[src/rtl/best_arr_sender_pkg.sv]
// Shared parameters and types for the best-result drain stage.
// Geometry, address width and FSM encodings live here.
package best_arr_sender_pkg;

   localparam int DATA_WIDTH = 11;
   localparam int ROW_SIZE   = 32;
   localparam int COL_SIZE   = 16;
   localparam int BLOCKING   = 4;
   localparam int NUM_QUERYS = ROW_SIZE * COL_SIZE;
   localparam int ADDR_WIDTH = $clog2(NUM_QUERYS);
   localparam int X_NUM      = ROW_SIZE / (2 * BLOCKING);

   function automatic int cw(input int n);
      return (n > 1) ? $clog2(n) : 1;
   endfunction

   localparam int XI_W = cw(BLOCKING);
   localparam int Y_W  = cw(COL_SIZE);
   localparam int X_W  = cw(X_NUM);

   typedef enum logic [2:0] {
      IDLE,
      RD,
      CAP,
      PUSH,
      DONE
   } state_e;

   typedef enum logic {
      P_IDX,
      P_DIST
   } pass_e;

endpackage

[src/rtl/best_arr_sender_if.sv]
// Result-buffer read port and output-FIFO write port.
// The sender drives the master side.
interface best_arr_sender_if;
   import best_arr_sender_pkg::*;

   logic                    mem_rd_en;
   logic [ADDR_WIDTH-1:0]   mem_addr;
   logic [DATA_WIDTH-1:0]   best_idx_rdata;
   logic [2*DATA_WIDTH-1:0] best_dist_rdata;
   logic                    out_fifo_wenq;
   logic [DATA_WIDTH-1:0]   out_fifo_wdata;
   logic                    out_fifo_wfull_n;

   modport master (
      output mem_rd_en,
      output mem_addr,
      input  best_idx_rdata,
      input  best_dist_rdata,
      output out_fifo_wenq,
      output out_fifo_wdata,
      input  out_fifo_wfull_n
   );

   modport slave (
      input  mem_rd_en,
      input  mem_addr,
      output best_idx_rdata,
      output best_dist_rdata,
      input  out_fifo_wenq,
      input  out_fifo_wdata,
      output out_fifo_wfull_n
   );

endinterface

[src/rtl/best_arr_sender_blocked_raster_counter.sv]
// Nested px/x/y/xi counters producing the blocked raster address.
// o_last flags the final position so the caller can end a pass.
module blocked_raster_counter
   import best_arr_sender_pkg::*;
(
   input  logic                  i_clk,
   input  logic                  i_rst_n,
   input  logic                  i_clr,
   input  logic                  i_adv,
   output logic [ADDR_WIDTH-1:0] o_addr,
   output logic                  o_last
);

   logic            r_px;
   logic [X_W-1:0]  r_x;
   logic [Y_W-1:0]  r_y;
   logic [XI_W-1:0] r_xi;

   logic w_xi_wrap;
   logic w_y_wrap;
   logic w_x_wrap;

   assign w_xi_wrap = (r_xi == XI_W'(BLOCKING - 1));
   assign w_y_wrap  = (r_y == Y_W'(COL_SIZE - 1));
   assign w_x_wrap  = (r_x == X_W'(X_NUM - 1));

   always_ff @(posedge i_clk or negedge i_rst_n) begin
      if (!i_rst_n) begin
         r_px <= 1'b0;
         r_x  <= '0;
         r_y  <= '0;
         r_xi <= '0;
      end else if (i_clr) begin
         r_px <= 1'b0;
         r_x  <= '0;
         r_y  <= '0;
         r_xi <= '0;
      end else if (i_adv) begin
         r_xi <= w_xi_wrap ? '0 : r_xi + 1'b1;
         if (w_xi_wrap) begin
            r_y <= w_y_wrap ? '0 : r_y + 1'b1;
            if (w_y_wrap) begin
               r_x <= w_x_wrap ? '0 : r_x + 1'b1;
               if (w_x_wrap)
                  r_px <= ~r_px;
            end
         end
      end
   end

   assign o_last = r_px & w_x_wrap & w_y_wrap & w_xi_wrap;

   assign o_addr =
      ADDR_WIDTH'(r_px) * ADDR_WIDTH'(ROW_SIZE / 2) +
      ADDR_WIDTH'(r_y)  * ADDR_WIDTH'(ROW_SIZE) +
      ADDR_WIDTH'(r_x)  * ADDR_WIDTH'(BLOCKING) +
      ADDR_WIDTH'(r_xi);

endmodule

[src/rtl/best_arr_sender.sv]
// Drains best indices, then best distances (two words each),
// from the result buffers into the output FIFO under backpressure.
module best_arr_sender
   import best_arr_sender_pkg::*;
(
   input  logic                      io_clk,
   input  logic                      io_rst_n,
   input  logic                      send_best_arr,
   output logic                      send_done,
   output logic                      busy,
   best_arr_sender_if.master         bus
);

   state_e r_state;
   state_e w_next;
   pass_e  r_pass;
   logic   r_half;
   logic [2*DATA_WIDTH-1:0] r_hold;

   logic w_start;
   logic w_acc;
   logic w_adv;
   logic w_clr;
   logic w_last;
   logic [ADDR_WIDTH-1:0] w_addr;

   assign w_start = send_best_arr &&
                    (r_state == IDLE || r_state == DONE);
   assign w_acc   = (r_state == PUSH) && bus.out_fifo_wfull_n;
   assign w_adv   = w_acc && (r_pass == P_IDX || r_half);
   assign w_clr   = w_start;

   blocked_raster_counter u_cnt (
      .i_clk   (io_clk),
      .i_rst_n (io_rst_n),
      .i_clr   (w_clr),
      .i_adv   (w_adv),
      .o_addr  (w_addr),
      .o_last  (w_last)
   );

   always_ff @(posedge io_clk or negedge io_rst_n) begin
      if (!io_rst_n) begin
         r_state <= IDLE;
         r_pass  <= P_IDX;
         r_half  <= 1'b0;
         r_hold  <= '0;
      end else begin
         r_state <= w_next;
         if (w_start) begin
            r_pass <= P_IDX;
            r_half <= 1'b0;
         end
         if (r_state == CAP) begin
            r_half <= 1'b0;
            r_hold <= (r_pass == P_DIST) ? bus.best_dist_rdata
                    : {{DATA_WIDTH{1'b0}}, bus.best_idx_rdata};
         end
         if (w_acc && r_pass == P_DIST && !r_half)
            r_half <= 1'b1;
         if (w_adv && w_last && r_pass == P_IDX)
            r_pass <= P_DIST;
      end
   end

   always_comb begin
      w_next = r_state;
      unique case (r_state)
         IDLE, DONE: if (send_best_arr) w_next = RD;
         RD:         w_next = CAP;
         CAP:        w_next = PUSH;
         PUSH: begin
            if (w_adv) begin
               if (w_last && r_pass == P_DIST)
                  w_next = DONE;
               else
                  w_next = RD;
            end
         end
         default:    w_next = IDLE;
      endcase
   end

   // wdata is forced to zero outside PUSH so idle outputs stay quiet
   always_comb begin
      bus.mem_rd_en      = (r_state == RD);
      bus.mem_addr       = w_addr;
      bus.out_fifo_wenq  = (r_state == PUSH);
      bus.out_fifo_wdata = '0;
      if (r_state == PUSH) begin
         if (r_pass == P_DIST && r_half)
            bus.out_fifo_wdata = r_hold[2*DATA_WIDTH-1:DATA_WIDTH];
         else
            bus.out_fifo_wdata = r_hold[DATA_WIDTH-1:0];
      end
      send_done = (r_state == DONE);
      busy      = (r_state != IDLE) && (r_state != DONE);
   end

endmodule

[src/flat_wrapper.sv]
// flat-port wrapper written by rule: the top's interface ports become plain ports
module best_arr_sender_flat import best_arr_sender_pkg::*;
  (io_clk, io_rst_n, send_best_arr, send_done, busy, bus_mem_rd_en, bus_mem_addr, bus_best_idx_rdata, bus_best_dist_rdata, bus_out_fifo_wenq, bus_out_fifo_wdata, bus_out_fifo_wfull_n);
  best_arr_sender_if bus_i ();
  input  logic io_clk;
  input  logic io_rst_n;
  input  logic send_best_arr;
  output logic send_done;
  output logic busy;
  output wire logic [$bits(bus_i.mem_rd_en)-1:0] bus_mem_rd_en;
  output wire logic [$bits(bus_i.mem_addr)-1:0] bus_mem_addr;
  input wire logic [$bits(bus_i.best_idx_rdata)-1:0] bus_best_idx_rdata;
  input wire logic [$bits(bus_i.best_dist_rdata)-1:0] bus_best_dist_rdata;
  output wire logic [$bits(bus_i.out_fifo_wenq)-1:0] bus_out_fifo_wenq;
  output wire logic [$bits(bus_i.out_fifo_wdata)-1:0] bus_out_fifo_wdata;
  input wire logic [$bits(bus_i.out_fifo_wfull_n)-1:0] bus_out_fifo_wfull_n;
  assign bus_mem_rd_en = bus_i.mem_rd_en;
  assign bus_mem_addr = bus_i.mem_addr;
  assign bus_i.best_idx_rdata = bus_best_idx_rdata;
  assign bus_i.best_dist_rdata = bus_best_dist_rdata;
  assign bus_out_fifo_wenq = bus_i.out_fifo_wenq;
  assign bus_out_fifo_wdata = bus_i.out_fifo_wdata;
  assign bus_i.out_fifo_wfull_n = bus_out_fifo_wfull_n;
  best_arr_sender u_core (.io_clk(io_clk), .io_rst_n(io_rst_n), .send_best_arr(send_best_arr), .send_done(send_done), .busy(busy), .bus(bus_i));
endmodule
[config.mk]
export PLATFORM = sky130hd
export DESIGN_NAME = best_arr_sender_flat
export DESIGN_NICKNAME = d
export VERILOG_FILES = /design/src/rtl/best_arr_sender_pkg.sv /design/src/rtl/best_arr_sender_if.sv /design/src/rtl/best_arr_sender_blocked_raster_counter.sv /design/src/rtl/best_arr_sender.sv /design/src/flat_wrapper.sv
export SDC_FILE = /design/constraint.sdc
export NUM_CORES = 1
export LEC_CHECK = 0
export ABC_AREA = 1
export ABC_CLOCK_PERIOD_IN_PS = 2400
export CAP_MARGIN = 15
export CORE_MARGIN = 3
export CORE_UTILIZATION = 40
export CTS_BUF_LIST = sky130_fd_sc_hd__clkbuf_2 sky130_fd_sc_hd__clkbuf_4 sky130_fd_sc_hd__clkbuf_8
export CTS_CLUSTER_SIZE = 10
export DETAILED_ROUTE_END_ITERATION = 7
export HOLD_SLACK_MARGIN = 0.06
export PLACE_DENSITY = 0.7
export SYNTH_ARGS = -nofsm -noshare
export SYNTH_HDL_FRONTEND = slang
export SYNTH_SLANG_ARGS = --single-unit
[constraint.sdc]
create_clock -name io_clk -period 2.4 [get_ports io_clk]
set_input_delay 0.48 -clock io_clk [delete_from_list [all_inputs] [get_ports io_clk]]
set_output_delay 0.48 -clock io_clk [all_outputs]
set_load 0.05 [all_outputs]
Word level (Yosys, flattened, before mapping). Cells that the tools add are included.

Reduce and logical (&&, ||, !) cells: 26. Muxes and demuxes: 28. Bitwise gates (word level): 5. Equality and inequality tests: 10. $add $sub $neg: 6.

Operators with widths (count): $mux 11 (2); $mux 22 (1); $mux 2 (8); $mux 4 (4); $pmux 3 s4 (1); $logic_and 1x1->1 (10); $reduce_bool 2->1 (5); $add 5x9->9 (1); $add 9x2->9 (1); $add 9x4->9 (1); $mux 1 (9); $mux 3 (3); $eq 3x2->1 const B (2); $reduce_bool 3->1 (2); $add 2x1->2 const B (2); $add 4x1->4 const B (1); $eq 2x2->1 const B (2); $eq 4x4->1 const B (1); $reduce_and 2->1 (2); $reduce_and 4->1 (1); $and 1x1->1 (3); $eq 3x1->1 const B (1); $eq 3x3->1 const B (1); $logic_not 3->1 (1); 8 further kinds (10).

Output and inout bits: 24. Word-level logic and storage cells: 83. Input bits: 37. Register bits after elaboration: 36.

Logic depth before layout (Yosys ltp).
Depth after elaboration: 8. Depth in mapped cells: 8. Gate-level depth less buffers: 8.

Cells and area by module. A second synthesis with hierarchy kept.

Cell total of the unflattened synthesis: 253. Area total of the unflattened synthesis: 1938.1 um^2.

By module, submodules not included: best_arr_sender (cells an instance 197, times used 1, seq. area each 675.6 um^2, area each 1417.6 um^2); blocked_raster_counter (cells an instance 56, times used 1, seq. area each 225.2 um^2, area each 520.5 um^2).

Worst setup path before layout. Ideal clock, no wire load.

Path kind: register to output. From: register u_core.r_state[0]. To: output bus_out_fifo_wdata[0]. Required time: 1.920 ns. Path buffers: 1. Data arrival time: 1.945 ns. Path slack: -0.025 ns. Cell stages (with the launch flop): 6. Cells stage by stage: dfrtp_1 > nand2_1 > nor2_4 > inv_1 > buf_2 > a21oi_1.

Longest elaborated chain between the ends: 2.

Ends and longest elaborated chain: from (decl) (line best_arr_sender.sv:14) `state_e r_state;`; from (signal assigned) (line best_arr_sender.sv:49) `r_state <= w_next;`; $eq 3x2->1; via bus_out_fifo_wenq (line flat_wrapper.sv:14) `output wire logic [$bits(bus_i.out_fifo_wenq)-1:0] bus_out_fifo_wenq;`; $mux 11 (line best_arr_sender.sv:90) `if (r_state == PUSH) begin`; to (decl) (line flat_wrapper.sv:15) `output wire logic [$bits(bus_i.out_fifo_wdata)-1:0] bus_out_fifo_wdata;`.

The timed path passes the listed nets, and every way through them passes these cells.

Final worst setup path.
From: register u_core.r_state[1]. To: output send_done.

Longest elaborated chain between the ends: 1.

Ends and longest elaborated chain: $eq 3x3->1 (line best_arr_sender.sv:96) `send_done = (r_state == DONE);`; to (decl) (line flat_wrapper.sv:8) `output logic send_done;`.

No other way between the ends.

==> qor.csv <==
stage,metric,value,unit
worst_setup_path,start_kind,register,
pwr,p_seq_share,31.6,%
global_route,grt_pass1_wl,8804,um
clock_tree,h-tree-depth,2,
floorplan,die_h,76.15,um
synthesis,yosys.area.top_type,dfrtp_1,
sta,worst_pin_slew,0.5413,ns
synthesis,netlist_area,1968,um2
worst_setup_path,critPathKind,reg -> out,
status,status,"complete, no violations",
floorplan,row_count,24,
route,postRouteAntennaNets,0,
worst_setup_path,endpoint_kind,primary output,
synthesis,synth_edf_count,0,
synthesis,seq_area_frac_synth,45.77,%
worst_setup_path,worstPathRequired,1.92,ns
hold_path,min_path_type,reg -> reg,
global_route,grt_max_degree,37,
sta,fin_crit_sh,95.18,%
clock_tree,path_clk_slew,0.07,ns
clock_tree,root_buffer,clkbuf_8,
pwr,p_int,0.001678,W
floorplan,die_w,76.15,um
synthesis,yosys-top-cells-count,"nand2_1, dfrtp_1, nand3_1",
finish,drive_above_1_share,13.42,%
clock_tree,cts_tree,done,
clock_tree,clkLatencyLatePin,0.28,ns
global_route,antenna_found_initial,0,
place,place_hpwl,3512,um
floorplan,die_area,5798,um2
place,gp_congestion,0.8229,
finish,fin_nets,352,
route,drtIter0Drc,109,
pwr,power_density,1205,nW/um2
synthesis,synth_top_area_share,45.77,%
sta,fin_tns_setup,0,ns
pwr,switching_share,48.39,%
finish,antenna_cells,0,
place,dp.cells,370,
finish,layout.cells.non_filler,378,
synthesis,synth.avg_cell_area,7.749,um2
worst_setup_path,path_max_fanout,4,
synthesis,ys_warn_count,0,
route,route.detailed.drc,0,
pwr,leakage,1.297,nW
sta,worst_clock_skew,0.006221,ns
route,vias,1885,
synthesis,synth_fp_nets,294,
clock_tree,cts_resized,0,
route,wirelength,5127,um
finish,fillers,422,
pwr,ir_worst_vdd,0.6689,mV
synthesis,synth.distinct_cells,25,
clock_tree,cts_buffers,5,
pwr,power_frac_comb,54.3,%
synthesis,ys_ff_latch,36,
route,viasPerCell,4.987,
route,routedWlPerCell,13.56,um
synthesis,synth_flop_cell,dfrtp_1,
global_route,track_usage,18.30,%
worst_setup_path,arrival,1.80,ns
global_route,gr-total-overflow,0,
place,port_buffers,60,
sta,slew_headroom,63.86,%
pwr,p_switching,0.001573,W
synthesis,yosys.cell_count.top_type,nand2_1,
sta,grt_setup_unrepaired,no,
clock_tree,cts_num_sinks,36,
synthesis,ys_async_sr_fraction,100.0,%
clock_tree,postCtsSetupBuffers,0,
sta,clock.fmax,437.8,MHz
synthesis,synthTopCellsByArea,"dfrtp_1, nand2_1, nand3_1",
sta,setup_viol,0,
floorplan,core,4564,um2
synthesis,synth_cells,254,
flow_run,cap_violations,0,
finish,synthToLayoutAreaGrowth,37.06,%
clock_tree,holdBufCountCts,0,
sta,drv_slew,0,
pwr,pwr-share-clk,14.2,%
clock_tree,clk_path_buf_depth,2,
route,drt_pass1_iterations,4,
sta,fin_crit,2.284,ns
floorplan,ioPinCount,61,
floorplan,start_util,43.12,%
global_route,grt_pass1_vias,1873,
sta,final-hold-violation-count,0,
==> per-layer routing <==
layer  track usage, %  share of wire, %  vias up
met5                0                 0        -
met4            4.529              0.62        0
met3            5.674               6.3        4
met2            29.08                45       67
met1            24.38                48      865
li1                 -                 -      949
==> sequential cells by signal, indices dropped and copies added (netlist names) <==
signal             count
u_core.r_state         3
u_core.r_hold         22
u_core.u_cnt.r_px      1
u_core.u_cnt.r_xi      2
u_core.u_cnt.r_x       2
u_core.u_cnt.r_y       4
u_core.r_half          1
u_core.r_pass          1
==> kinds of logic after synthesis <==
family	count (synthesis)	share of synthesized area, %
buffers and inverters	28	6.103
flip-flops	36	45.77
AO/OA/AOI/OAI	33	10.87
AND/OR/NAND/NOR	154	35.35
adder cells (fa/ha/maj)	3	1.907
==> worst max-delay path, stage by stage, from the launching register on <==
cell,delay (ns)
dfrtp_1,0.41
inv_1,0.13
nand2_1,0.09
nor2_1,0.09
clkdlybuf4s50_1,0.80
==> layout make-up <==
cell class                 instances  area, um2  share of cell area, %
sequential                        36      900.9                  33.40
inverter                          14      52.55                  1.948
tap                               65      81.33                  3.015
clock buffer                       8      97.59                  3.618
multi-input combinational        190      947.2                  35.11
timing repair buffer              65      618.1                  22.91
==> power by group through the flow <==
| stage | Sequential, W | Clock [W] | Combinational, W |
|---|---|---|---|
| CTS | 0.00102 | 0.000473 | 0.00178 |
| floorplan | 0.00116 | 0 | 0.00112 |
| detailed placement | 0.00103 | 0 | 0.00177 |
| global route | 0.00106 | 0.000499 | 0.00193 |
| finish | 0.00103 | 0.000461 | 0.00176 |
| global placement | 0.00102 | 0 | 0.00175 |
==> stage by stage <==
step	area (um2)	setup slack, ns	hold slack [ns]	total power, W	utilization (%)
after global placement	2600	0.4675	0.4649	0.002774	56.96
after CTS	2698	0.1179	0.4858	0.003278	59.10
final	2698	0.1157	0.4845	0.003250	59.10
after detailed placement	2600	0.4383	0.4677	0.002803	56.96
after global routing	2698	0.02708	0.5072	0.003481	59.10
after floorplan	1968	-0.02544	0.1844	0.002282	-
==> placed cells by master (no fill, tap or decap), drive strengths merged <==
cell type,count
o31ai,12
nor2,32
ha,3
a21oi,11
nand3,34
clkdlybuf4s50,47
buf,18
inv,14
nand3b,2
nand2,79
dfrtp,36
nor3,3
o21ai,10
or2,2
clkbuf,8
nand4,2
==> worst paths after layout <==
| kind | start | endpoint | slack, ns | cells after the start |
|---|---|---|---|---|
| hold / removal | u_core.r_hold[3]$_DFFE_PN0P_ | u_core.r_hold[3]$_DFFE_PN0P_ | 0.48 | 2 |
| hold reg to reg | u_core.r_hold[3]$_DFFE_PN0P_ | u_core.r_hold[3]$_DFFE_PN0P_ | 0.48 | 2 |
| setup / recovery | u_core.r_state[1]$_DFFE_PN0P_ | send_done | 0.12 | 4 |
| max in group asynchronous | io_rst_n | u_core.r_pass$_DFFE_PN0P_ | 1.45 | 2 |
| setup reg to reg | u_core.r_pass$_DFFE_PN0P_ | u_core.r_state[0]$_DFFE_PN0P_ | 0.73 | 8 |
| min in group asynchronous | io_rst_n | u_core.r_hold[20]$_DFFE_PN0P_ | 0.62 | 2 |
Note: power is estimated with default switching activity, not from simulation.
